[config.mk]
export PLATFORM = sky130hd
export DESIGN_NAME = alu_seq_flat
export DESIGN_NICKNAME = d
export VERILOG_FILES = /design/src/rtl/alu_pkg.sv /design/src/rtl/alu_seq_if.sv /design/src/rtl/alu_shift_mul.sv /design/src/rtl/alu_seq.sv /design/src/flat_wrapper.sv
export SDC_FILE = /design/constraint.sdc
export NUM_CORES = 1
export LEC_CHECK = 0
export ABC_AREA = 1
export CAP_MARGIN = 10
export CORE_AREA = 3 3 145 91
export CTS_CLUSTER_SIZE = 10
export DETAILED_ROUTE_END_ITERATION = 12
export DIE_AREA = 0 0 148 94
export SLEW_MARGIN = 20
export SYNTH_ARGS = -nofsm -noshare
export SYNTH_HDL_FRONTEND = slang
export SYNTH_SLANG_ARGS = --single-unit
[constraint.sdc]
create_clock -name clk -period 2.7 [get_ports clk]
set_clock_uncertainty 0.15 [all_clocks]
set_input_delay 0.54 -clock clk [delete_from_list [all_inputs] [get_ports clk]]
set_output_delay 0.54 -clock clk [all_outputs]
set_load 0.02 [all_outputs]
[src/rtl/alu_pkg.sv]
// Shared opcode and FSM state encodings for the sequential ALU.
package alu_pkg;

  typedef enum logic [2:0] {
    OP_ADD  = 3'b000,
    OP_SUB  = 3'b001,
    OP_MUL  = 3'b010,
    OP_AND  = 3'b011,
    OP_OR   = 3'b100,
    OP_NOT  = 3'b101,
    OP_XOR  = 3'b110,
    OP_XNOR = 3'b111
  } opcode_t;

  typedef enum logic [1:0] {
    ST_IDLE = 2'd0,
    ST_MUL  = 2'd1,
    ST_DONE = 2'd2
  } state_t;

endpackage

[src/rtl/alu_seq_if.sv]
// Request/response handshake bundle between an ALU client and alu_seq.
interface alu_seq_if #(parameter int WIDTH = 8);
  logic                 in_valid;
  logic                 in_ready;
  logic [WIDTH-1:0]     a;
  logic [WIDTH-1:0]     b;
  logic [2:0]           opcode;
  logic                 out_valid;
  logic                 out_ready;
  logic [2*WIDTH-1:0]   result;
  logic                 flag_zero;
  logic                 flag_carry;

  modport master (
    output in_valid, a, b, opcode, out_ready,
    input  in_ready, out_valid, result, flag_zero, flag_carry
  );

  modport slave (
    input  in_valid, a, b, opcode, out_ready,
    output in_ready, out_valid, result, flag_zero, flag_carry
  );
endinterface

[src/rtl/alu_shift_mul.sv]
// Iterative shift-add unsigned multiplier: one partial product per cycle, WIDTH cycles.
module alu_shift_mul #(
  parameter int WIDTH = 8
) (
  input  logic                 clk,
  input  logic                 rst_n,
  input  logic                 start,
  input  logic [WIDTH-1:0]     a,
  input  logic [WIDTH-1:0]     b,
  output logic                 done,
  output logic [2*WIDTH-1:0]   product
);
  localparam int CW = $clog2(WIDTH) + 1;

  logic [2*WIDTH-1:0] acc, mcand, acc_nxt;
  logic [WIDTH-1:0]   mplier;
  logic [CW-1:0]      cnt;
  logic               busy;

  // done/product reflect the step being taken this cycle, so the final
  // partial product is usable on the same edge that retires it.
  assign acc_nxt = acc + (mplier[0] ? mcand : '0);
  assign done    = busy && (cnt == CW'(WIDTH - 1));
  assign product = acc_nxt;

  always_ff @(posedge clk or negedge rst_n) begin
    if (!rst_n) begin
      acc    <= '0;
      mcand  <= '0;
      mplier <= '0;
      cnt    <= '0;
      busy   <= 1'b0;
    end else if (start) begin
      acc    <= '0;
      mcand  <= {{WIDTH{1'b0}}, a};
      mplier <= b;
      cnt    <= '0;
      busy   <= 1'b1;
    end else if (busy) begin
      acc    <= acc_nxt;
      mcand  <= mcand << 1;
      mplier <= mplier >> 1;
      cnt    <= cnt + CW'(1);
      if (done) busy <= 1'b0;
    end
  end
endmodule

[src/rtl/alu_seq.sv]
// Sequential ALU: single-cycle logic/arith ops, iterative multiply, held result until consumed.
module alu_seq
  import alu_pkg::*;
#(
  parameter int WIDTH = 8
) (
  input  logic     clk,
  input  logic     rst_n,
  alu_seq_if.slave bus
);
  state_t             state;
  logic [WIDTH:0]     sum, diff;
  logic [2*WIDTH-1:0] alu_res, mul_prod;
  logic               alu_c, mul_start, mul_done;

  assign mul_start = (state == ST_IDLE) && bus.in_valid && (opcode_t'(bus.opcode) == OP_MUL);

  alu_shift_mul #(.WIDTH(WIDTH)) u_mul (
    .clk     (clk),
    .rst_n   (rst_n),
    .start   (mul_start),
    .a       (bus.a),
    .b       (bus.b),
    .done    (mul_done),
    .product (mul_prod)
  );

  // diff[WIDTH] is the borrow: set exactly when a < b.
  always_comb begin
    sum     = {1'b0, bus.a} + {1'b0, bus.b};
    diff    = {1'b0, bus.a} - {1'b0, bus.b};
    alu_res = '0;
    alu_c   = 1'b0;
    case (opcode_t'(bus.opcode))
      OP_ADD:  begin alu_res = {{(WIDTH-1){1'b0}}, sum};  alu_c = sum[WIDTH];  end
      OP_SUB:  begin alu_res = {{WIDTH{1'b0}}, diff[WIDTH-1:0]}; alu_c = diff[WIDTH]; end
      OP_AND:  alu_res = {{WIDTH{1'b0}}, bus.a & bus.b};
      OP_OR:   alu_res = {{WIDTH{1'b0}}, bus.a | bus.b};
      OP_NOT:  alu_res = {{WIDTH{1'b0}}, ~bus.a};
      OP_XOR:  alu_res = {{WIDTH{1'b0}}, bus.a ^ bus.b};
      OP_XNOR: alu_res = {{WIDTH{1'b0}}, ~(bus.a ^ bus.b)};
      default: alu_res = '0;
    endcase
  end

  always_ff @(posedge clk or negedge rst_n) begin
    if (!rst_n) begin
      state          <= ST_IDLE;
      bus.in_ready   <= 1'b1;
      bus.out_valid  <= 1'b0;
      bus.result     <= '0;
      bus.flag_zero  <= 1'b0;
      bus.flag_carry <= 1'b0;
    end else begin
      case (state)
        ST_IDLE: if (bus.in_valid) begin
          bus.in_ready <= 1'b0;
          if (opcode_t'(bus.opcode) == OP_MUL) begin
            state <= ST_MUL;
          end else begin
            bus.result     <= alu_res;
            bus.flag_zero  <= (alu_res == '0);
            bus.flag_carry <= alu_c;
            bus.out_valid  <= 1'b1;
            state          <= ST_DONE;
          end
        end
        ST_MUL: if (mul_done) begin
          bus.result     <= mul_prod;
          bus.flag_zero  <= (mul_prod == '0);
          bus.flag_carry <= 1'b0;
          bus.out_valid  <= 1'b1;
          state          <= ST_DONE;
        end
        ST_DONE: if (bus.out_ready) begin
          bus.out_valid <= 1'b0;
          bus.in_ready  <= 1'b1;
          state         <= ST_IDLE;
        end
        default: begin
          state        <= ST_IDLE;
          bus.in_ready <= 1'b1;
        end
      endcase
    end
  end
endmodule

[src/flat_wrapper.sv]
// flat-port wrapper written by rule: the top's interface ports become plain ports
module alu_seq_flat import alu_pkg::*;
#(
  parameter int WIDTH = 8
)
  (clk, rst_n, bus_in_valid, bus_a, bus_b, bus_opcode, bus_out_ready, bus_in_ready, bus_out_valid, bus_result, bus_flag_zero, bus_flag_carry);
  alu_seq_if #(.WIDTH(WIDTH)) bus_i ();
  input  logic clk;
  input  logic rst_n;
  input wire logic [$bits(bus_i.in_valid)-1:0] bus_in_valid;
  input wire logic [$bits(bus_i.a)-1:0] bus_a;
  input wire logic [$bits(bus_i.b)-1:0] bus_b;
  input wire logic [$bits(bus_i.opcode)-1:0] bus_opcode;
  input wire logic [$bits(bus_i.out_ready)-1:0] bus_out_ready;
  output wire logic [$bits(bus_i.in_ready)-1:0] bus_in_ready;
  output wire logic [$bits(bus_i.out_valid)-1:0] bus_out_valid;
  output wire logic [$bits(bus_i.result)-1:0] bus_result;
  output wire logic [$bits(bus_i.flag_zero)-1:0] bus_flag_zero;
  output wire logic [$bits(bus_i.flag_carry)-1:0] bus_flag_carry;
  assign bus_i.in_valid = bus_in_valid;
  assign bus_i.a = bus_a;
  assign bus_i.b = bus_b;
  assign bus_i.opcode = bus_opcode;
  assign bus_i.out_ready = bus_out_ready;
  assign bus_in_ready = bus_i.in_ready;
  assign bus_out_valid = bus_i.out_valid;
  assign bus_result = bus_i.result;
  assign bus_flag_zero = bus_i.flag_zero;
  assign bus_flag_carry = bus_i.flag_carry;
  alu_seq #(.WIDTH(WIDTH)) u_core (.clk(clk), .rst_n(rst_n), .bus(bus_i));
endmodule
# Word level (Yosys, flattened, before mapping)
# Cells that the tools add are included.
# W data, S select, Z words.
# totals
reg_bits	67
wordCells	88
inputBits	23
# op_classes
muxes	39
n_reduce_logical	14
addsub	4
n_eq_ne	14
bitwise	6
# op_table
op	count
$mux W16	8
$pmux W9 S7	1
$logic_not A16 Y1	2
$pmux W16 S2	1
$add A16 B16 Y16	1
$mux W8	2
$not A8 Y8	2
$mux W1	15
$eq A3 B3 Y1 const B	4
$add A8 B8 Y9	1
$sub A8 B8 Y9	1
$and A8 B8 Y8	1
$mux W2	4
$mux W4	2
$or A8 B8 Y8	1
$xor A8 B8 Y8	1
$eq A3 B2 Y1 const B	2
$ne A2 B2 Y1 const B	3
$pmux W1 S2	3
$pmux W1 S3	2
$pmux W2 S3	1
$reduce_and A3 Y1	2
$reduce_and A5 Y1	1
$add A4 B1 Y4 const B	1
other kinds (12)	15

# Longest topological paths before layout
# Gate-level depths: netlist of the first run.
# depth
ltp_word	7
ltp_mapped	20
ltp_nobuf	19

# Cells and area by module
# A second synthesis of the first run with hierarchy kept.
# hier_totals
cells_unflattened	782
area_unflattened_um2	5306.3
# by_module_without_submodules
mod	area_each_um2	cells_per_inst	seq_area_each_um2	instances
alu_shift_mul	2837.7	393	1126.1	1
alu_seq	2468.6	389	551.8	1

# Worst setup path after synthesis of the first run
# No wires, ideal clock.
# synth_timing
path_kind	register to register
from	register u_core.u_mul.mplier[0]
to	register u_core.bus.flag_zero
t_required_ns	2.433
path_slack_ns	0.295
period_less_slack_ns	2.405
n_path_buf	2
arrival_time_ns	2.138
stages_incl_launch_ff	20
setup_time_ns	0.117
cell_sequence	dfrtp_1 > clkbuf_1 > clkbuf_1 > nand2_1 > inv_1 > ha_1 > nand2_1 > inv_1 > a21oi_1 > nand2_1 > nand2_1 > nand2_1 > nand2_1 > nand2_1 > nand2_1 > nand2_1 > nand3_1 > nand2_1 > nand2_1 > nand2_1
# synth_between
elab_chain_len	5
# synth_rtl
item	line	text
from (decl)	alu_shift_mul.sv:16	logic [WIDTH-1:0] mplier;
from (signal assigned)	alu_shift_mul.sv:42	mplier <= mplier >> 1;
$mux W16	alu_shift_mul.sv:22	assign acc_nxt = acc + (mplier[0] ? mcand : '0);
$add A16 B16 Y16	alu_shift_mul.sv:22	
$logic_not A16 Y1	alu_seq.sv:70	bus.flag_zero <= (mul_prod == '0);
$mux W1	alu_seq.sv:68	ST_MUL: if (mul_done) begin
$pmux W1 S2	alu_seq.sv:55	case (state)
to (signal assigned)	alu_seq.sv:62	bus.flag_zero <= (alu_res == '0);
to (signal assigned)	alu_seq.sv:70	
to (decl)	alu_seq_if.sv:21	output in_ready, out_valid, result, flag_zero, flag_carry
# No other way between the ends. The select of a mux whose other input is x is not followed.
# A chain may end at the register's enable or synchronous reset.

# Worst setup path in the final report of the first run
# Same ends and word-level chain as after synthesis.

==> run summary, run 1 <==
CP startpoint kind = flip-flop
final hold vios = 0
max cap viols = 0
Layout Cells excl Fill = 1044
count of port buffers added during placement = 42
setup violators final = 0
worst reg2reg path depth = 17
gr ovfl total = 0
Crit Path Max Fanout = 10
Final Wtd Congestion = 0.979
detailed-placement wirelength estimate = 13800 µm
Avg Cell Area, Syn = 7.10 µm²
clk slew on worst S/H paths = 0.06 ns
CTS sink count = 67
# DRC = 0
final hold slack = 0.00608 ns
top sig layer = met4
Setup WS pre-CTS = -0.296 ns
layout cells sized above 1 = 0.242
area of placed instances = 6490 µm²
clk_lat worst skew = 0.34 ns
Syn Inst Count = 751
Worst R2R End = u_core.bus.flag_zero$_DFFE_PN0P_
Leak = 3.69 nW
Filler Cell Count = 1134
Synth top cells by count = nand2_1, inv_1, dfrtp_1, nor2_1, nand3_1
Die Height = 94 µm
outcome = complete, no violations
total CTS buffers = 9
placed insts = 1025
largest net degree at the start of global routing = 50
count leader, synth = nand2_1
Post-synth EDFFs = 0
routed wl met2 = 6190 µm
Worst Setup SP = u_core.u_mul.mplier[0]$_DFFE_PN0P_
DR pass1 iterations = 5
crit path kind = flip-flop to flip-flop
RR Startpoint = u_core.u_mul.mplier[0]$_DFFE_PN0P_
Max clock buf depth = 2
antenna cell count = 0
Die Wd = 148 µm
Vias = 5469
CTS Hold Bufs = 0
Slew Limit Headroom = 0.658
metal3 WL = 2020 µm
Layout area overhead = 33.0%
flops & latches, synth = 67
row count = 31
nets@finish = 943
FMAX = 0.393 GHz
design area = 7090 µm²
Critical Path RT = 2.78 ns
PwrDens = 840 nW/µm²
Synth Cell Area = 5340 µm²
vias in the first global route = 5136
met1 wire length = 9000 µm
die area = 13900 µm²
Final period util = 0.942
Core Util, Final = 0.594
area leader, netlist = dfrtp_1
maximum vdd ir drop = 535 µV
number of library cell types mapped by synthesis = 46
Post-synth ARST share = 1.00
CP Capture Type = flip-flop
area share of the leading cell type in the synthesized netlist = 0.310
CTS tree = yes
Ports = 43
starting density of the core = 0.447
first-pass GRT wire length = 27400 µm
synth warn = 0
ys flop type = dfrtp_1
antenna-violating nets left = 0
crit path DAT = 2.62 ns
1st-iter DRT viols = 558
Tmin final = 2.54 ns
syn nets = 820
Root Driver = clkbuf_16
Synth area leaders = dfrtp_1, nand2_1, ha_1
worst slew pin tran = 0.512 ns
Via density = 5.24
Tot GR Track Use = 0.254
initial antenna violation count = 0
WL final = 17400 µm
Avg WL per Cell = 16.6 µm
Core Box Area = 11900 µm²
sequential share of the synthesized area = 0.314
Hold WC Path Type = primary input to asynchronous set/reset pin
setup ws final = 0.157 ns
Final Slew Violations = 0
htree depth = 3
setup slack, reg-to-reg = 0.16 ns
## flip-flops by register name, indices dropped and copies added, names as in the netlist
name	flops
u_core.bus.flag_carry	1
u_core.bus.flag_zero	1
u_core.bus.in_ready	1
u_core.bus.out_valid	1
u_core.bus.result	16
u_core.state	2
u_core.u_mul.acc	16
u_core.u_mul.busy	1
u_core.u_mul.cnt	4
u_core.u_mul.mcand	16
u_core.u_mul.mplier	8
## logic make-up after synthesis
group	Yosys count	share of synthesized area
DFF	67	0.314
AOI/OAI and AO/OA	110	0.133
and+or+nand+nor	383	0.319
adders and majority gates	46	0.112
buffers and inverters	140	0.113
xor gates and xnor gates	5	0.00821
## cell usage in the layout, fill, tap and decap left out, types with 3 or more instances in the layout
master	n
nor2_1	43
o21ai_1	10
dlymetal6s2s_1	4
a22oi_1	5
ha_2	6
inv_1	104
nor2_4	6
buf_4	86
o221ai_1	9
inv_2	14
a21oi_2	4
dfrtp_1	66
nor3_1	4
fa_2	3
ha_1	26
a22o_1	4
clkdlybuf4s50_1	37
inv_6	4
xor2_1	3
clkbuf_16	9
a21oi_1	23
o22ai_1	9
o211ai_1	9
nand3b_1	6
o21ai_0	22
nand2_2	23
o21ai_2	7
ha_4	11
nand4_1	10
nor2_2	10
nand3_1	43
nand2_1	220
nand3_2	9
## worst max-delay path, stage by stage, from the launching register on
cell     delay [ns]
dfrtp_1        0.42
buf_12         0.16
nand2_1        0.05
inv_1          0.06
ha_2           0.38
nand2_1        0.11
a21oi_1        0.23
nor2_4         0.08
nor2_1         0.10
nor2_1         0.06
nand2_1        0.06
nand2_1        0.04
nand2_1        0.16
nor2_1         0.07
nand3_1        0.13
nand2_1        0.07
nand2_1        0.06
nand2_1        0.04
## per-stage QoR
step	power [mW]	setup TNS (ns)
final	5.95	0
after global routing	6.36	-0.0244
after CTS	5.80	0
after detailed placement	4.56	-3.36
after global placement	4.50	-2.23
after floorplan	3.41	0
## layer usage
layer / up-vias / global-route usage
li1: 2661 / -
met1: 2564 / 0.407
met2: 228 / 0.313
met3: 16 / 0.0959
met4: 0 / 0.0430
met5: - / 0
## where the power goes
part           switching [mW]  total, mW  internal [mW]
sequential              0.298       1.71           1.41
combinational            1.80       3.03           1.23
clock                   0.486       1.22          0.731
total                    2.59       5.95           3.37
## final cells by class
class,count,area (µm²),area share
sequential,67,1680,0.237
clock inverter,7,82.6,0.0116
timing repair buffer,130,1110,0.157
tap,165,206,0.0291
multi-input combinational,544,3320,0.468
inverter,122,473,0.0667
clock buffer,9,225,0.0318
## how the worst max path moves through the flow
| stage | to | slack (ns) |
|---|---|---|
| global placement | u_core.bus.flag_zero$_DFFE_PN0P_ | -0.21 |
| finish | u_core.bus.flag_zero$_DFFE_PN0P_ | 0.16 |
| CTS | u_core.bus.flag_zero$_DFFE_PN0P_ | 0.02 |
| global route | u_core.bus.flag_zero$_DFFE_PN0P_ | -0.02 |
| floorplan | u_core.bus.flag_zero$_DFFE_PN0P_ | 0.30 |
| detailed placement | u_core.bus.flag_zero$_DFFE_PN0P_ | -0.30 |
## repair_timing
item | CTS | global route
setup buffers | 0 | 3
gates resized for setup | 0 | 68
endpoints found under the setup margin | 0 | 9
(Power assumes the default switching activity.)
==> run 2, diff against run 1 <==
- CORE_AREA: 3 3 145 91 -> 3 3 113 115
- DIE_AREA: 0 0 148 94 -> 0 0 116 118
- HOLD_SLACK_MARGIN: not set -> 0.08
==> run 2 against run 1 <==
Net effect: sequential cell count is the same; non-clock buffer count decreased by 10; hold slack improved by 0.043 ns; sequential share of layout area increased by 0.86 points; count of clock-buffer cells in the layout increased by 1; critical path depth stayed put; final cell count decreased by 2.7%; wire length fell by 10%; largest cell class unchanged; largest power group unchanged; highest routed layer unchanged.
==> run summary, run 2 (same netlist as run 1, synthesis figures left out) <==
PwrDens = 839 nW/µm²
WL final = 15600 µm
htree depth = 3
Via density = 5.17
footprint of the multi-input gates = 3180 µm²
Setup WS pre-CTS = -0.219 ns
Slew Limit Headroom = 0.470
Final Slew Violations = 0
die area = 13700 µm²
DR pass1 iterations = 5
max cap viols = 0
placed insts = 996
worst reg2reg path depth = 17
critical path buffer and inverter count = 4
most frequent cells in the layout = nand2_1, inv_1, buf_4
CTS sink count = 67
antenna cell count = 0
Layout Cells excl Fill = 1016
Layout area overhead = 28.3%
crit path kind = flip-flop to flip-flop
nets@finish = 933
clk slew on worst S/H paths = 0.06 ns
Vias = 5256
Final period util = 0.957
Leak = 3.60 nW
Worst R2R End = u_core.bus.flag_zero$_DFFE_PN0P_
Ports = 43
worst-path cell chain = buf_12 > buf_4 > nand2_1 > inv_1 > ha_2 > nand2_2 > nor2_1 > nand2_1 > nand2_1 > xnor2_1 > buf_4 > nand3_1 > nor2_2 > nand3_2 > nand2_1 > nand2_1 > nand2_1
worst slew pin tran = 0.793 ns
Root Driver = clkbuf_16
initial antenna violation count = 0
Critical Path RT = 2.81 ns
RSZ-0062 raised after global routing = true
layout cells sized above 1 = 0.201
RR Startpoint = u_core.u_mul.mplier[0]$_DFFE_PN0P_
design area = 6850 µm²
Crit Path Max Fanout = 9
Die Height = 118 µm
1st-iter DRT viols = 374
count of port buffers added during placement = 42
CTS tree = yes
biggest regs = u_core.bus.result (16), u_core.u_mul.acc (16), u_core.u_mul.mcand (16)
vias in the first global route = 5296
outcome = complete, no violations
Crit path top cell by count = nand2_1
gr ovfl total = 0
Avg WL per Cell = 15.3 µm
Tot GR Track Use = 0.233
Die Wd = 116 µm
detailed-placement wirelength estimate = 12300 µm
# DRC = 0
Crit path largest cell delay = 0.41 ns
setup ws final = 0.117 ns
row count = 40
maximum vdd ir drop = 752 µV
setup slack, reg-to-reg = 0.12 ns
antenna-violating nets left = 0
commonest non-fill, non-tap cell in the layout = nand2_1
Filler Cell Count = 1144
Register Area = 1680 µm²
Top delay family on crit path = simple AND/OR/NAND/NOR gates
Tmin final = 2.58 ns
starting density of the core = 0.448
CP startpoint kind = flip-flop
final hold vios = 0
PnR Total Power = 5.74 mW
Final Wtd Congestion = 0.922
first-pass GRT wire length = 25600 µm
Max clock buf depth = 2
total CTS buffers = 9
FMAX = 0.387 GHz
largest net degree at the start of global routing = 68
CP Capture Type = flip-flop
Hold WC Path Type = primary input to asynchronous set/reset pin
setup violators final = 0
slowest stage cell, crit path = dfrtp_1
crit path DAT = 2.70 ns
clk_lat worst skew = 0.33 ns
area of placed instances = 6400 µm²
CTS Hold Bufs = 0
Core Box Area = 11900 µm²
==> run 2: changes by cell type in the layout (fill, tap and decap cells not counted), sizes merged <==
cell,change
buf,-10
clkbuf,+1
clkdlybuf4s50,+4
clkinv,+2
dlymetal6s2s,-4
inv,-3
==> run 2: final cells by class <==
cell class | count | area share
clock inverter | 6 | 0.00932
tap | 147 | 0.0269
inverter | 122 | 0.0691
multi-input combinational | 544 | 0.464
sequential | 67 | 0.245
timing repair buffer | 120 | 0.152
clock buffer | 10 | 0.0334
==> run 2: per-stage QoR <==
| stage | utilization | hold WS, ns | setup TNS [ns] |
|---|---|---|---|
| after global placement | 0.537 | 0.317 | -0.589 |
| after global routing | 0.575 | 0.0884 | -0.0878 |
| after CTS | 0.562 | 0.0825 | 0 |
| after floorplan | - | 0.0944 | 0 |
| final | 0.575 | 0.0495 | 0 |
| after detailed placement | 0.537 | 0.317 | -1.23 |
==> run 2: report_power, final <==
| group | switching, mW | internal [mW] | total, mW |
|---|---|---|---|
| clock network | 0.436 | 0.714 | 1.15 |
| registers | 0.282 | 1.41 | 1.69 |
| logic | 1.72 | 1.18 | 2.90 |
==> run 2: worst max path at each step <==
| stage | from | end | depth (start not counted) |
|---|---|---|---|
| detailed placement | bus_b[0] | u_core.bus.flag_zero$_DFFE_PN0P_ | 13 |
| floorplan | u_core.u_mul.mplier[0]$_DFFE_PN0P_ | u_core.bus.flag_zero$_DFFE_PN0P_ | 19 |
| global route | u_core.u_mul.mplier[0]$_DFFE_PN0P_ | u_core.bus.flag_zero$_DFFE_PN0P_ | 15 |
| finish | u_core.u_mul.mplier[0]$_DFFE_PN0P_ | u_core.bus.flag_zero$_DFFE_PN0P_ | 17 |
| CTS | u_core.u_mul.mplier[0]$_DFFE_PN0P_ | u_core.bus.flag_zero$_DFFE_PN0P_ | 15 |
| global placement | bus_b[2] | u_core.bus.flag_zero$_DFFE_PN0P_ | 16 |
==> run 2: timing repair <==
action / 4_1_cts / 5_1_grt
endpoints found under the setup margin: 0 / 5
resized for setup: 0 / 34
buffers inserted: 0 / 4
==> run 2: metal layers <==
layer,GRT usage,vias up,share of wire
li1,-,2643,-
met2,0.376,134,0.48
met5,0,-,0
met4,0.0631,0,0.015
met3,0.0288,23,0.037
met1,0.329,2456,0.47
==> run 2: worst register-to-register path, stage by stage, from the launching register on <==
cell	delay (ns)
dfrtp_1	0.41
buf_12	0.15
buf_4	0.17
nand2_1	0.06
inv_1	0.04
ha_2	0.38
nand2_2	0.09
nor2_1	0.09
nand2_1	0.06
nand2_1	0.11
xnor2_1	0.13
buf_4	0.15
nand3_1	0.10
nor2_2	0.14
nand3_2	0.11
nand2_1	0.08
nand2_1	0.04
nand2_1	0.06
